<file path="src/rtl/draw_scheduler_if.sv">
// Bus bundle between the segment requesters, the raster engine, the frame-buffer
// writer and the draw scheduler. The slave view is the scheduler; the master view
// is everything around it.
interface draw_scheduler_if #(
    parameter int COUNT_W = 16
);
    logic               abort;

    logic               req0_valid;
    logic               req0_ready;
    logic [9:0]         req0_x1, req0_y1, req0_x2, req0_y2;

    logic               req1_valid;
    logic               req1_ready;
    logic [9:0]         req1_x1, req1_y1, req1_x2, req1_y2;

    logic               eng_draw_enable;
    logic               eng_end_frame;
    logic               eng_renew_output;
    logic [9:0]         eng_x1, eng_y1, eng_x2, eng_y2;
    logic [9:0]         eng_x_pos, eng_y_pos;
    logic               eng_done;

    logic               pix_valid;
    logic               pix_ready;
    logic [9:0]         pix_x, pix_y;
    logic               pix_owner;

    logic               busy;
    logic [COUNT_W-1:0] seg_count;
    logic               err;

    modport slave (
        input  abort,
        input  req0_valid, req0_x1, req0_y1, req0_x2, req0_y2,
        output req0_ready,
        input  req1_valid, req1_x1, req1_y1, req1_x2, req1_y2,
        output req1_ready,
        output eng_draw_enable, eng_end_frame, eng_renew_output,
        output eng_x1, eng_y1, eng_x2, eng_y2,
        input  eng_x_pos, eng_y_pos, eng_done,
        output pix_valid, pix_x, pix_y, pix_owner,
        input  pix_ready,
        output busy, seg_count, err
    );

    modport master (
        output abort,
        output req0_valid, req0_x1, req0_y1, req0_x2, req0_y2,
        input  req0_ready,
        output req1_valid, req1_x1, req1_y1, req1_x2, req1_y2,
        input  req1_ready,
        input  eng_draw_enable, eng_end_frame, eng_renew_output,
        input  eng_x1, eng_y1, eng_x2, eng_y2,
        output eng_x_pos, eng_y_pos, eng_done,
        input  pix_valid, pix_x, pix_y, pix_owner,
        output pix_ready,
        input  busy, seg_count, err
    );
endinterface

</file>
<file path="src/rtl/draw_scheduler.sv">
// Draw scheduler: round-robin shares one line raster engine between two segment
// requesters, sequences the engine pulses (draw_enable, end_frame, renew_output)
// and streams each distinct generated pixel to the frame buffer over valid/ready.
module draw_scheduler #(
    parameter int SETTLE_CYCLES = 2,
    parameter int MAX_PIX       = 4095,
    parameter int COUNT_W       = 16
) (
    input  logic              clk,
    input  logic              rst,
    draw_scheduler_if.slave   bus
);
    localparam int PCW = $clog2(MAX_PIX + 1);
    localparam int SCW = $clog2(SETTLE_CYCLES + 1);

    typedef enum logic [2:0] {
        S_IDLE, S_LOAD, S_SETTLE, S_INIT, S_WAIT, S_EMIT, S_STEP, S_FINISH
    } state_t;

    state_t             state_q;
    logic [SCW-1:0]     cnt_q;
    logic [PCW-1:0]     pix_cnt_q;
    logic               last_grant_q;
    logic               owner_q;
    logic               first_q;
    logic               done_q;
    logic [19:0]        last_pos_q;
    logic [9:0]         eng_x1_q, eng_y1_q, eng_x2_q, eng_y2_q;
    logic               draw_en_q, end_frame_q, renew_q;
    logic               pix_valid_q;
    logic [9:0]         pix_x_q, pix_y_q;
    logic [COUNT_W-1:0] seg_count_q;
    logic               err_q;

    logic               take;
    logic               gnt1;
    logic [PCW-1:0]     pix_inc;
    logic [19:0]        cur_pos;
    logic               repeat_pos;

    // Arbitration and capture helpers; ready is only offered from IDLE outside reset/abort
    always_comb begin
        gnt1       = bus.req1_valid && (!bus.req0_valid || !last_grant_q);
        take       = rst && !bus.abort && (state_q == S_IDLE) &&
                     (bus.req0_valid || bus.req1_valid);
        pix_inc    = pix_cnt_q + PCW'(1);
        cur_pos    = {bus.eng_x_pos, bus.eng_y_pos};
        repeat_pos = !first_q && (cur_pos == last_pos_q);
    end

    assign bus.req0_ready       = take && !gnt1;
    assign bus.req1_ready       = take && gnt1;
    assign bus.eng_draw_enable  = draw_en_q;
    assign bus.eng_end_frame    = end_frame_q;
    assign bus.eng_renew_output = renew_q;
    assign bus.eng_x1           = eng_x1_q;
    assign bus.eng_y1           = eng_y1_q;
    assign bus.eng_x2           = eng_x2_q;
    assign bus.eng_y2           = eng_y2_q;
    assign bus.pix_valid        = pix_valid_q;
    assign bus.pix_x            = pix_x_q;
    assign bus.pix_y            = pix_y_q;
    assign bus.pix_owner        = owner_q;
    assign bus.busy             = (state_q != S_IDLE);
    assign bus.seg_count        = seg_count_q;
    assign bus.err              = err_q;

    // Scheduler FSM with all outputs registered; pulses default low every cycle
    always_ff @(posedge clk) begin
        if (!rst) begin
            state_q      <= S_IDLE;
            cnt_q        <= '0;
            pix_cnt_q    <= '0;
            last_grant_q <= 1'b1;
            owner_q      <= 1'b0;
            first_q      <= 1'b1;
            done_q       <= 1'b0;
            last_pos_q   <= '0;
            eng_x1_q     <= '0;
            eng_y1_q     <= '0;
            eng_x2_q     <= '0;
            eng_y2_q     <= '0;
            draw_en_q    <= 1'b0;
            end_frame_q  <= 1'b0;
            renew_q      <= 1'b0;
            pix_valid_q  <= 1'b0;
            pix_x_q      <= '0;
            pix_y_q      <= '0;
            seg_count_q  <= '0;
            err_q        <= 1'b0;
        end else begin
            draw_en_q   <= 1'b0;
            end_frame_q <= 1'b0;
            renew_q     <= 1'b0;
            if (bus.abort) begin
                // A pixel accepted in the abort cycle is still counted as written
                state_q     <= S_IDLE;
                pix_valid_q <= 1'b0;
                if (state_q == S_EMIT && pix_valid_q && bus.pix_ready)
                    pix_cnt_q <= pix_inc;
            end else begin
                case (state_q)
                    S_IDLE: begin
                        if (take) begin
                            eng_x1_q  <= gnt1 ? bus.req1_x1 : bus.req0_x1;
                            eng_y1_q  <= gnt1 ? bus.req1_y1 : bus.req0_y1;
                            eng_x2_q  <= gnt1 ? bus.req1_x2 : bus.req0_x2;
                            eng_y2_q  <= gnt1 ? bus.req1_y2 : bus.req0_y2;
                            owner_q   <= gnt1;
                            pix_cnt_q <= '0;
                            first_q   <= 1'b1;
                            draw_en_q <= 1'b1;
                            state_q   <= S_LOAD;
                        end
                    end
                    S_LOAD: begin
                        cnt_q   <= SCW'(SETTLE_CYCLES);
                        state_q <= S_SETTLE;
                    end
                    S_SETTLE: begin
                        if (cnt_q <= SCW'(1)) begin
                            end_frame_q <= 1'b1;
                            state_q     <= S_INIT;
                        end else begin
                            cnt_q <= cnt_q - SCW'(1);
                        end
                    end
                    S_INIT: begin
                        cnt_q   <= SCW'(SETTLE_CYCLES);
                        state_q <= S_WAIT;
                    end
                    S_WAIT, S_STEP: begin
                        // The renew pulse cycle itself does not count as settle time
                        if (renew_q) begin
                            cnt_q <= cnt_q;
                        end else if (cnt_q != '0) begin
                            cnt_q <= cnt_q - SCW'(1);
                        end else if (repeat_pos) begin
                            if (bus.eng_done) begin
                                state_q <= S_FINISH;
                            end else begin
                                renew_q <= 1'b1;
                                cnt_q   <= SCW'(SETTLE_CYCLES);
                                state_q <= S_STEP;
                            end
                        end else begin
                            pix_x_q     <= bus.eng_x_pos;
                            pix_y_q     <= bus.eng_y_pos;
                            pix_valid_q <= 1'b1;
                            done_q      <= bus.eng_done;
                            last_pos_q  <= cur_pos;
                            first_q     <= 1'b0;
                            state_q     <= S_EMIT;
                        end
                    end
                    S_EMIT: begin
                        if (bus.pix_ready) begin
                            pix_valid_q <= 1'b0;
                            pix_cnt_q   <= pix_inc;
                            if (done_q) begin
                                state_q <= S_FINISH;
                            end else if (pix_inc == PCW'(MAX_PIX)) begin
                                err_q   <= 1'b1;
                                state_q <= S_FINISH;
                            end else begin
                                renew_q <= 1'b1;
                                cnt_q   <= SCW'(SETTLE_CYCLES);
                                state_q <= S_STEP;
                            end
                        end
                    end
                    S_FINISH: begin
                        seg_count_q  <= seg_count_q + COUNT_W'(1);
                        last_grant_q <= owner_q;
                        pix_cnt_q    <= '0;
                        state_q      <= S_IDLE;
                    end
                    default: state_q <= S_IDLE;
                endcase
            end
        end
    end
endmodule
</file>
<file path="src/flat_wrapper.sv">
// flat-port wrapper written by rule: the top's interface ports become plain ports
module draw_scheduler_flat 
#(
    parameter int SETTLE_CYCLES = 2,
    parameter int MAX_PIX       = 4095,
    parameter int COUNT_W       = 16
)
  (clk, rst, bus_abort, bus_req0_valid, bus_req0_x1, bus_req0_y1, bus_req0_x2, bus_req0_y2, bus_req0_ready, bus_req1_valid, bus_req1_x1, bus_req1_y1, bus_req1_x2, bus_req1_y2, bus_req1_ready, bus_eng_draw_enable, bus_eng_end_frame, bus_eng_renew_output, bus_eng_x1, bus_eng_y1, bus_eng_x2, bus_eng_y2, bus_eng_x_pos, bus_eng_y_pos, bus_eng_done, bus_pix_valid, bus_pix_x, bus_pix_y, bus_pix_owner, bus_pix_ready, bus_busy, bus_seg_count, bus_err);
  draw_scheduler_if #(.COUNT_W(COUNT_W)) bus_i ();
  input  logic clk;
  input  logic rst;
  input wire logic [$bits(bus_i.abort)-1:0] bus_abort;
  input wire logic [$bits(bus_i.req0_valid)-1:0] bus_req0_valid;
  input wire logic [$bits(bus_i.req0_x1)-1:0] bus_req0_x1;
  input wire logic [$bits(bus_i.req0_y1)-1:0] bus_req0_y1;
  input wire logic [$bits(bus_i.req0_x2)-1:0] bus_req0_x2;
  input wire logic [$bits(bus_i.req0_y2)-1:0] bus_req0_y2;
  output wire logic [$bits(bus_i.req0_ready)-1:0] bus_req0_ready;
  input wire logic [$bits(bus_i.req1_valid)-1:0] bus_req1_valid;
  input wire logic [$bits(bus_i.req1_x1)-1:0] bus_req1_x1;
  input wire logic [$bits(bus_i.req1_y1)-1:0] bus_req1_y1;
  input wire logic [$bits(bus_i.req1_x2)-1:0] bus_req1_x2;
  input wire logic [$bits(bus_i.req1_y2)-1:0] bus_req1_y2;
  output wire logic [$bits(bus_i.req1_ready)-1:0] bus_req1_ready;
  output wire logic [$bits(bus_i.eng_draw_enable)-1:0] bus_eng_draw_enable;
  output wire logic [$bits(bus_i.eng_end_frame)-1:0] bus_eng_end_frame;
  output wire logic [$bits(bus_i.eng_renew_output)-1:0] bus_eng_renew_output;
  output wire logic [$bits(bus_i.eng_x1)-1:0] bus_eng_x1;
  output wire logic [$bits(bus_i.eng_y1)-1:0] bus_eng_y1;
  output wire logic [$bits(bus_i.eng_x2)-1:0] bus_eng_x2;
  output wire logic [$bits(bus_i.eng_y2)-1:0] bus_eng_y2;
  input wire logic [$bits(bus_i.eng_x_pos)-1:0] bus_eng_x_pos;
  input wire logic [$bits(bus_i.eng_y_pos)-1:0] bus_eng_y_pos;
  input wire logic [$bits(bus_i.eng_done)-1:0] bus_eng_done;
  output wire logic [$bits(bus_i.pix_valid)-1:0] bus_pix_valid;
  output wire logic [$bits(bus_i.pix_x)-1:0] bus_pix_x;
  output wire logic [$bits(bus_i.pix_y)-1:0] bus_pix_y;
  output wire logic [$bits(bus_i.pix_owner)-1:0] bus_pix_owner;
  input wire logic [$bits(bus_i.pix_ready)-1:0] bus_pix_ready;
  output wire logic [$bits(bus_i.busy)-1:0] bus_busy;
  output wire logic [$bits(bus_i.seg_count)-1:0] bus_seg_count;
  output wire logic [$bits(bus_i.err)-1:0] bus_err;
  assign bus_i.abort = bus_abort;
  assign bus_i.req0_valid = bus_req0_valid;
  assign bus_i.req0_x1 = bus_req0_x1;
  assign bus_i.req0_y1 = bus_req0_y1;
  assign bus_i.req0_x2 = bus_req0_x2;
  assign bus_i.req0_y2 = bus_req0_y2;
  assign bus_req0_ready = bus_i.req0_ready;
  assign bus_i.req1_valid = bus_req1_valid;
  assign bus_i.req1_x1 = bus_req1_x1;
  assign bus_i.req1_y1 = bus_req1_y1;
  assign bus_i.req1_x2 = bus_req1_x2;
  assign bus_i.req1_y2 = bus_req1_y2;
  assign bus_req1_ready = bus_i.req1_ready;
  assign bus_eng_draw_enable = bus_i.eng_draw_enable;
  assign bus_eng_end_frame = bus_i.eng_end_frame;
  assign bus_eng_renew_output = bus_i.eng_renew_output;
  assign bus_eng_x1 = bus_i.eng_x1;
  assign bus_eng_y1 = bus_i.eng_y1;
  assign bus_eng_x2 = bus_i.eng_x2;
  assign bus_eng_y2 = bus_i.eng_y2;
  assign bus_i.eng_x_pos = bus_eng_x_pos;
  assign bus_i.eng_y_pos = bus_eng_y_pos;
  assign bus_i.eng_done = bus_eng_done;
  assign bus_pix_valid = bus_i.pix_valid;
  assign bus_pix_x = bus_i.pix_x;
  assign bus_pix_y = bus_i.pix_y;
  assign bus_pix_owner = bus_i.pix_owner;
  assign bus_i.pix_ready = bus_pix_ready;
  assign bus_busy = bus_i.busy;
  assign bus_seg_count = bus_i.seg_count;
  assign bus_err = bus_i.err;
  draw_scheduler #(.SETTLE_CYCLES(SETTLE_CYCLES), .MAX_PIX(MAX_PIX), .COUNT_W(COUNT_W)) u_core (.clk(clk), .rst(rst), .bus(bus_i));
endmodule
</file>
<file path="config.mk">
export PLATFORM = sky130hd
export DESIGN_NAME = draw_scheduler_flat
export DESIGN_NICKNAME = d
export VERILOG_FILES = /design/src/rtl/draw_scheduler_if.sv /design/src/rtl/draw_scheduler.sv /design/src/flat_wrapper.sv
export SDC_FILE = /design/constraint.sdc
export NUM_CORES = 1
export LEC_CHECK = 0
export ABC_AREA = 1
export BUFFER_PORTS_ARGS = -buffer_cell sky130_fd_sc_hd__buf_2
export CAP_MARGIN = 0
export CORE_UTILIZATION = 44
export CTS_CLUSTER_SIZE = 28
export DETAILED_ROUTE_END_ITERATION = 10
export PLACE_DENSITY = 0.76
export SYNTH_ARGS = -nofsm -noshare
export SYNTH_HDL_FRONTEND = slang
export SYNTH_SLANG_ARGS = --single-unit
</file>
<file path="constraint.sdc">
create_clock -name clk -period 1.57 [get_ports clk]
set_input_delay 0 -clock clk [delete_from_list [all_inputs] [get_ports clk]]
set_output_delay 0 -clock clk [all_outputs]
set_load 0.03 [all_outputs]
</file>
* Yosys cells after proc, flatten, opt, wreduce, memory -nomap -nowiden
Index checks and enable logic that the tools add are counted.
** Word-level totals
- Input port bits :: 107
- Register bits :: 122
- Logic and storage cells :: 140
- Output and inout port bits :: 85
** Operators by class
- Reductions and logical operators :: 37
- Bitwise logic cells :: 8
- Equal/unequal tests :: 23
- Add/sub/neg operators :: 3
- Muxes and demuxes :: 48
- Order comparisons :: 1
** Operator list (count)
- $mux W12 :: 4
- $mux W10 :: 4
- $pmux W12 S3 :: 1
- $pmux W3 S7 :: 1
- $eq A20 B20 Y1 :: 1
- $reduce_and A5 Y1 :: 4
- $mux W1 :: 19
- $mux W2 :: 9
- $mux W3 :: 6
- $add A16 B1 Y16 const B :: 1
- $ne A2 B2 Y1 const B :: 7
- $add A12 B1 Y12 const B :: 1
- $eq A12 B12 Y1 const B :: 1
- $eq A3 B3 Y1 const B :: 4
- $logic_and A1 B1 Y1 :: 9
- $reduce_and A9 Y1 :: 1
- $not A1 Y1 :: 8
- $pmux W2 S4 :: 1
- $reduce_bool A4 Y1 :: 2
- $eq A3 B2 Y1 const B :: 2
- $ne A2 B1 Y1 const B :: 3
- $ne A3 B2 Y1 const B :: 2
- $pmux W1 S2 :: 3
- $reduce_and A6 Y1 :: 1
- other kinds (15) :: 25

* Depth between registers and ports, before layout
- Depth after elaboration :: 7
- Depth in mapped cells :: 14
- Gate-level depth less buffers :: 14

* Worst setup path before layout
Ideal clock, no wire load.
- Path kind :: register to register
- Start :: register u_core.last_pos_q[18]
- End :: register u_core.last_pos_q[12]
- Stages on the path, launching flop included :: 15
- Period minus slack after synthesis :: 1.805 ns
- Library setup time :: 0.070 ns
- Buffers on the path :: 2
- Required time :: 1.500 ns
- Path slack :: -0.235 ns
- Arrival :: 1.735 ns
- Cells stage by stage :: dfxtp_1 inv_1 nand2_1 o21ai_0 nor2_1 nand2_1 nor2_1 nand3_1 nand2_1 inv_2 nand2_1 buf_2 buf_4 nand2_1 a21oi_1
** Between the ends
- Word-level cells in the longest chain between the ends :: 4
** Ends and longest elaborated chain
- from (decl) :: line draw_scheduler.sv:27 : logic [19:0] last_pos_q;
- from (signal assigned) :: line draw_scheduler.sv:151 : last_pos_q <= cur_pos;
- $eq A20 B20 Y1 :: line draw_scheduler.sv:48 : repeat_pos = !first_q && (cur_pos == last_pos_q);
- $logic_and A1 B1 Y1 :: line draw_scheduler.sv:48
- $not A1 Y1 (no line)
- $reduce_and A5 Y1 (no line)
No other way between the ends.
A chain may end at the register's enable or synchronous reset.

* Final worst setup path
- Start :: register u_core.state_q[2]
- End :: register u_core.eng_x1_q[6] (netlist: u_core.bus.eng_x1[6])
** Between the ends
- Word-level cells in the longest chain between the ends :: 4
** Ends and longest elaborated chain
- from (decl) :: line draw_scheduler.sv:20 : state_t state_q;
- from (signal assigned) :: line draw_scheduler.sv:71 : state_q <= S_IDLE;
- from (signal assigned) :: line draw_scheduler.sv:97 : state_q <= S_IDLE;
- from (signal assigned) :: line draw_scheduler.sv:113 : state_q <= S_LOAD;
- $logic_not A3 Y1 (*) :: line draw_scheduler.sv:44, draw_scheduler.sv:102
- $logic_and A1 B1 Y1 (2 in a row) :: line draw_scheduler.sv:44 : take = rst && !bus.abort && (state_q == S_IDLE) &&
- $reduce_and A3 Y1 (no line) (*)
- to (signal assigned) :: line draw_scheduler.sv:105 : eng_x1_q <= gnt1 ? bus.req1_x1 : bus.req0_x1;
- to (decl) :: line draw_scheduler.sv:28 : logic [9:0] eng_x1_q, eng_y1_q, eng_x2_q, eng_y2_q;
Every way passes the cells marked *; elsewhere a longest branch is shown, timed or not.

==> impl_metrics.sql <==
INSERT INTO impl_metrics (metric_group, metric, value, unit) VALUES
('sta', 'finalSetupViolations', '77', ''),
('sta', 'max_clock_freq', '552.6', 'MHz'),
('placed_design', 'post_dp_cell_area', '6700', 'µm²'),
('sta', 'slew_viol_final', '0', ''),
('clock_tree', 'cts_tree', 'built', ''),
('floorplanning', 'initial_utilization', '45.54', '%'),
('synthesis', 'synth_adder_area_share', '1.508', '%'),
('synthesis', 'ys_warn_count', '0', ''),
('synthesis', 'synth_nets', '856', ''),
('floorplanning', 'chip_height', '108.4', 'µm'),
('synthesis', 'post_synth_num_cell_types', '35', ''),
('finish', 'area.sequential', '2131', 'µm²'),
('drt', 'num_vias', '7178', ''),
('floorplanning', 'boundaryPins', '192', ''),
('clock_tree', 'cts-htree-levels', '3', ''),
('sta', 'timing.clock.skew', '0.005892', 'ns'),
('setup_path', 'critical_path_peak_fanout', '5', ''),
('synthesis', 'synth_simple_gate_area_share', '32.31', '%'),
('power', 'power.density_cell_area', '692.4', 'nW/µm²'),
('job', 'maxCapViolations', '0', ''),
('clock_tree', 'cts_inserted_buffers', '9', ''),
('status', 'failed_checks', 'negative setup slack', ''),
('power', 'power.static_leakage', '4.337', 'nW'),
('synthesis', 'synth_top_family_by_area', 'simple AND/OR/NAND/NOR gates', ''),
('finish', 'final_cell_mix', 'sky130_fd_sc_hd__buf_2, sky130_fd_sc_hd__nand2_1, sky130_fd_sc_hd__dlygate4sd3_1', ''),
('clock_tree', 'clk_transition_reported_paths', '0.07', 'ns'),
('sta', 'timing_worst_slew_pin_value', '0.3775', 'ns'),
('setup_path', 'worst_setup_start_kind', 'flip-flop', ''),
('drt', 'post_route_drc_violation_count', '0', ''),
('clock_tree', 'cts.path.max_buffers', '2', ''),
('drt', 'drtPass1Iterations', '6', ''),
('global_route', 'grtUsageTotal', '32.30', '%'),
('floorplanning', 'design.die.area', '11750', 'µm²'),
('drt', 'routed_wire_per_std_cell', '19.05', 'µm'),
('global_route', 'grt_pass1_vias', '6466', ''),
('finish', 'fillerInstances', '503', ''),
('placed_design', 'input_output_buffers', '191', ''),
('finish', 'mostFrequentLayoutCell', 'sky130_fd_sc_hd__buf_2', ''),
('setup_path', 'worst-endpoint-required', '1.83', 'ns'),
('status', 'run_status', 'finished with violations', ''),
('floorplanning', 'core-area', '10940', 'µm²'),
('clock_tree', 'worst_skew_pair.late_latency', '0.35', 'ns'),
('synthesis', 'synth_cells', '743', ''),
('synthesis', 'post_synth_instance_area', '4980', 'µm²'),
('finish', 'share_of_layout_cells_above_drive_strength_1', '43.74', '%'),
('finish', 'multiInputGateArea', '3159', 'µm²'),
('drt', 'drt-vias-per-instance', '5.625', ''),
('clock_tree', 'numClockSinks', '102', ''),
('placed_design', 'place_congestion', '0.9131', ''),
('synthesis', 'postSynthRegisterBits', '102', ''),
('sta', 'final_period_minus_worst_setup_slack', '1.810', 'ns'),
('finish', 'nets', '1242', ''),
('finish', 'layout-area-overhead-vs-synth', '88.69', '%'),
('floorplanning', 'die_width', '108.4', 'µm'),
('sta', 'fin_hold_ws', '0.08146', 'ns'),
('placed_design', 'dpl_worst_slack', '-0.2381', 'ns'),
('drt', 'drtIter0Drc', '580', ''),
('sta', 'grt_setup_unrepaired', 'yes', ''),
('global_route', 'maximum_number_of_pins_on_one_net_before_global_route_repair', '35', ''),
('clock_tree', 'cts-root-buf', 'sky130_fd_sc_hd__clkbuf_16', ''),
('synthesis', 'postSynthAreaPerCell', '6.702', 'µm²'),
('min_path', 'timing.hold.worst.class', 'input pin to flip-flop', ''),
('sta', 'relSlewSlack', '74.74', '%'),
('drt', 'detail_route.wirelength', '24.31', 'mm'),
('drt', 'route.antenna.remaining_nets', '0', ''),
('global_route', 'grt_first_pass_wirelength', '29.82', 'mm'),
('setup_path', 'end_kind', 'flip-flop', ''),
('placed_design', 'detailedPlacementHpwl', '10.30', 'mm'),
('floorplanning', 'fp-row-count', '38', ''),
('setup_path', 'path_class', 'flip-flop to flip-flop', ''),
('synthesis', 'synth-compound-area-share', '15.40', '%'),
('power', 'vdd_drop_max', '0.5829', 'mV'),
('sta', 'fin_crit_sh', '115.3', '%'),
('global_route', 'grt.overflow.total', '0', ''),
('sta', 'hold_viol', '0', ''),
('synthesis', 'synth_xor_area_share', '0.8794', '%'),
('global_route', 'number_of_antenna_violations_at_the_first_check_in_global_routing', '0', ''),
('synthesis', 'mux_contribution_to_synthesized_area', '0', '%'),
('synthesis', 'synth.yosys.seq_area_share', '41.01', '%'),
('setup_path', 'worst-endpoint-arrival', '2.07', 'ns'),
('finish', 'post_route_design_area', '9397', 'µm²'),
('sta', 'worst_slack', '-0.2395', 'ns');
synthesized netlist by cell type:
| cell | n | area, µm² |
|---|---|---|
| sky130_fd_sc_hd__nand3b_1 | 3 | 22.52 |
| sky130_fd_sc_hd__a211oi_1 | 1 | 7.510 |
| sky130_fd_sc_hd__nand2_2 | 2 | 12.51 |
| sky130_fd_sc_hd__buf_2 | 9 | 45.04 |
| sky130_fd_sc_hd__nand2_1 | 244 | 915.9 |
| sky130_fd_sc_hd__a31oi_1 | 40 | 250.2 |
| sky130_fd_sc_hd__ha_1 | 6 | 75.07 |
| sky130_fd_sc_hd__nand4_1 | 10 | 62.56 |
| sky130_fd_sc_hd__nand3b_4 | 1 | 20.02 |
| sky130_fd_sc_hd__nand4_4 | 1 | 21.27 |
| sky130_fd_sc_hd__xnor2_1 | 1 | 8.760 |
| sky130_fd_sc_hd__nand3_2 | 1 | 10.01 |
| sky130_fd_sc_hd__clkbuf_1 | 16 | 60.06 |
| sky130_fd_sc_hd__nand2_4 | 1 | 11.26 |
| sky130_fd_sc_hd__nor4_2 | 1 | 12.51 |
| sky130_fd_sc_hd__a21oi_2 | 1 | 8.760 |
| sky130_fd_sc_hd__a21oi_1 | 50 | 250.2 |
| sky130_fd_sc_hd__nor2_1 | 71 | 266.5 |
| sky130_fd_sc_hd__a21o_1 | 1 | 7.510 |
| sky130_fd_sc_hd__a22oi_1 | 6 | 45.04 |
| sky130_fd_sc_hd__nor3_1 | 6 | 30.03 |
| sky130_fd_sc_hd__xor2_1 | 4 | 35.03 |
| sky130_fd_sc_hd__buf_4 | 1 | 7.510 |
| sky130_fd_sc_hd__o211ai_1 | 1 | 7.510 |
| sky130_fd_sc_hd__buf_1 | 1 | 3.750 |
| sky130_fd_sc_hd__inv_1 | 80 | 300.3 |
| sky130_fd_sc_hd__o21bai_1 | 2 | 15.01 |
| sky130_fd_sc_hd__nor2_2 | 4 | 25.02 |
| sky130_fd_sc_hd__inv_2 | 7 | 26.28 |
| sky130_fd_sc_hd__nor3_2 | 1 | 10.01 |
| sky130_fd_sc_hd__nand3_1 | 30 | 150.1 |
| sky130_fd_sc_hd__dfxtp_1 | 102 | 2042 |
| sky130_fd_sc_hd__nor2_4 | 2 | 22.52 |
| sky130_fd_sc_hd__nor3_4 | 1 | 16.27 |
| sky130_fd_sc_hd__o21ai_0 | 35 | 175.2 |
where the power goes:
part | switching, mW | internal [mW]
Sequential | 0.0530 | 2.63
Combinational | 0.711 | 0.592
Clock | 1.03 | 1.50
Total | 1.79 | 4.71
through the flow:
stage	power, mW	std cells	util (%)	TNS (ns)
6_report	6.506	1276	85.93	-9.065
5_1_grt	6.627	1274	85.88	-17.66
4_1_cts	6.192	1253	77.14	-0.4088
3_5_place_dp	3.482	1118	61.27	-1.515
3_3_place_gp	3.478	1118	61.27	-0.8240
2_1_floorplan	3.141	743	-	0
worst max-delay path: stages, from the launching register on:
cell and delay [ns]:
sky130_fd_sc_hd__dfxtp_4 0.38, sky130_fd_sc_hd__nor3_4 0.22, sky130_fd_sc_hd__nand2_2 0.12, sky130_fd_sc_hd__buf_6 0.15, sky130_fd_sc_hd__nor2_4 0.23, sky130_fd_sc_hd__buf_6 0.17, sky130_fd_sc_hd__buf_8 0.12, sky130_fd_sc_hd__nand2_1 0.08
sky130_fd_sc_hd__a31oi_1 0.25
per-layer routing:
metal / share of wire (%) / wire length, µm / global-route usage [%] / vias up
met4: 6.4 / 1550 / 20.85 / 0
met2: 48 / 11650 / 56.01 / 551
met5: 0 / 0 / 0 / -
li1: - / - / - / 3171
met3: 9.9 / 2400 / 6.992 / 169
met1: 36 / 8705 / 35.62 / 3287
logic make-up after synthesis:
| group | Yosys count |
|---|---|
| DFF | 102 |
| adders and majority gates | 6 |
| buffers and inverters | 114 |
| and+or+nand+nor | 379 |
| xor gates and xnor gates | 5 |
| AOI/OAI and AO/OA | 137 |
worst paths after layout:
path / cells past startpoint / slack (ns) / to / startpoint
worst max-delay path: 8 / -0.24 / u_core.bus.eng_x1[6]$_SDFFE_PN0P_ / u_core.state_q[2]$_SDFFE_PP0P_
worst min register to register: 2 / 0.46 / u_core.bus.err$_SDFFE_PN0P_ / u_core.bus.err$_SDFFE_PN0P_
worst max register to register: 8 / -0.24 / u_core.bus.eng_x1[6]$_SDFFE_PN0P_ / u_core.state_q[2]$_SDFFE_PP0P_
worst min-delay path: 4 / 0.08 / u_core.bus.pix_valid$_SDFFE_PP0P_ / bus_pix_ready
flip-flops by register name, indices dropped and copies added (netlist names), 2 cells and up:
register and flops:
u_core.bus.eng_x1 10, u_core.bus.eng_x2 10, u_core.bus.eng_y1 10, u_core.bus.eng_y2 10
u_core.bus.seg_count 16, u_core.cnt_q 2, u_core.last_pos_q 19, u_core.pix_cnt_q 12
u_core.state_q 3
repair_timing:
item / 4_1_cts / 5_1_grt
endpoints found under the setup margin: 41 / 90
pin swaps: 16 / 62
endpoints found under the hold margin: 62 / 0
hold buffers: 102 / 0
gates resized for setup: 42 / 183
buffers inserted: 12 / 15
cloned: 5 / 11
layout make-up:
| type | count | share of cell area (%) |
|---|---|---|
| Antenna cell | 2 | 0.05326 |
| Inverter | 87 | 3.582 |
| Tap cell | 140 | 1.864 |
| Multi-Input combinational cell | 527 | 33.62 |
| Timing Repair Buffer | 402 | 34.73 |
| Clock inverter | 3 | 0.6924 |
| Clock buffer | 13 | 2.783 |
| Sequential cell | 102 | 22.68 |
(Power assumes the default switching activity.)
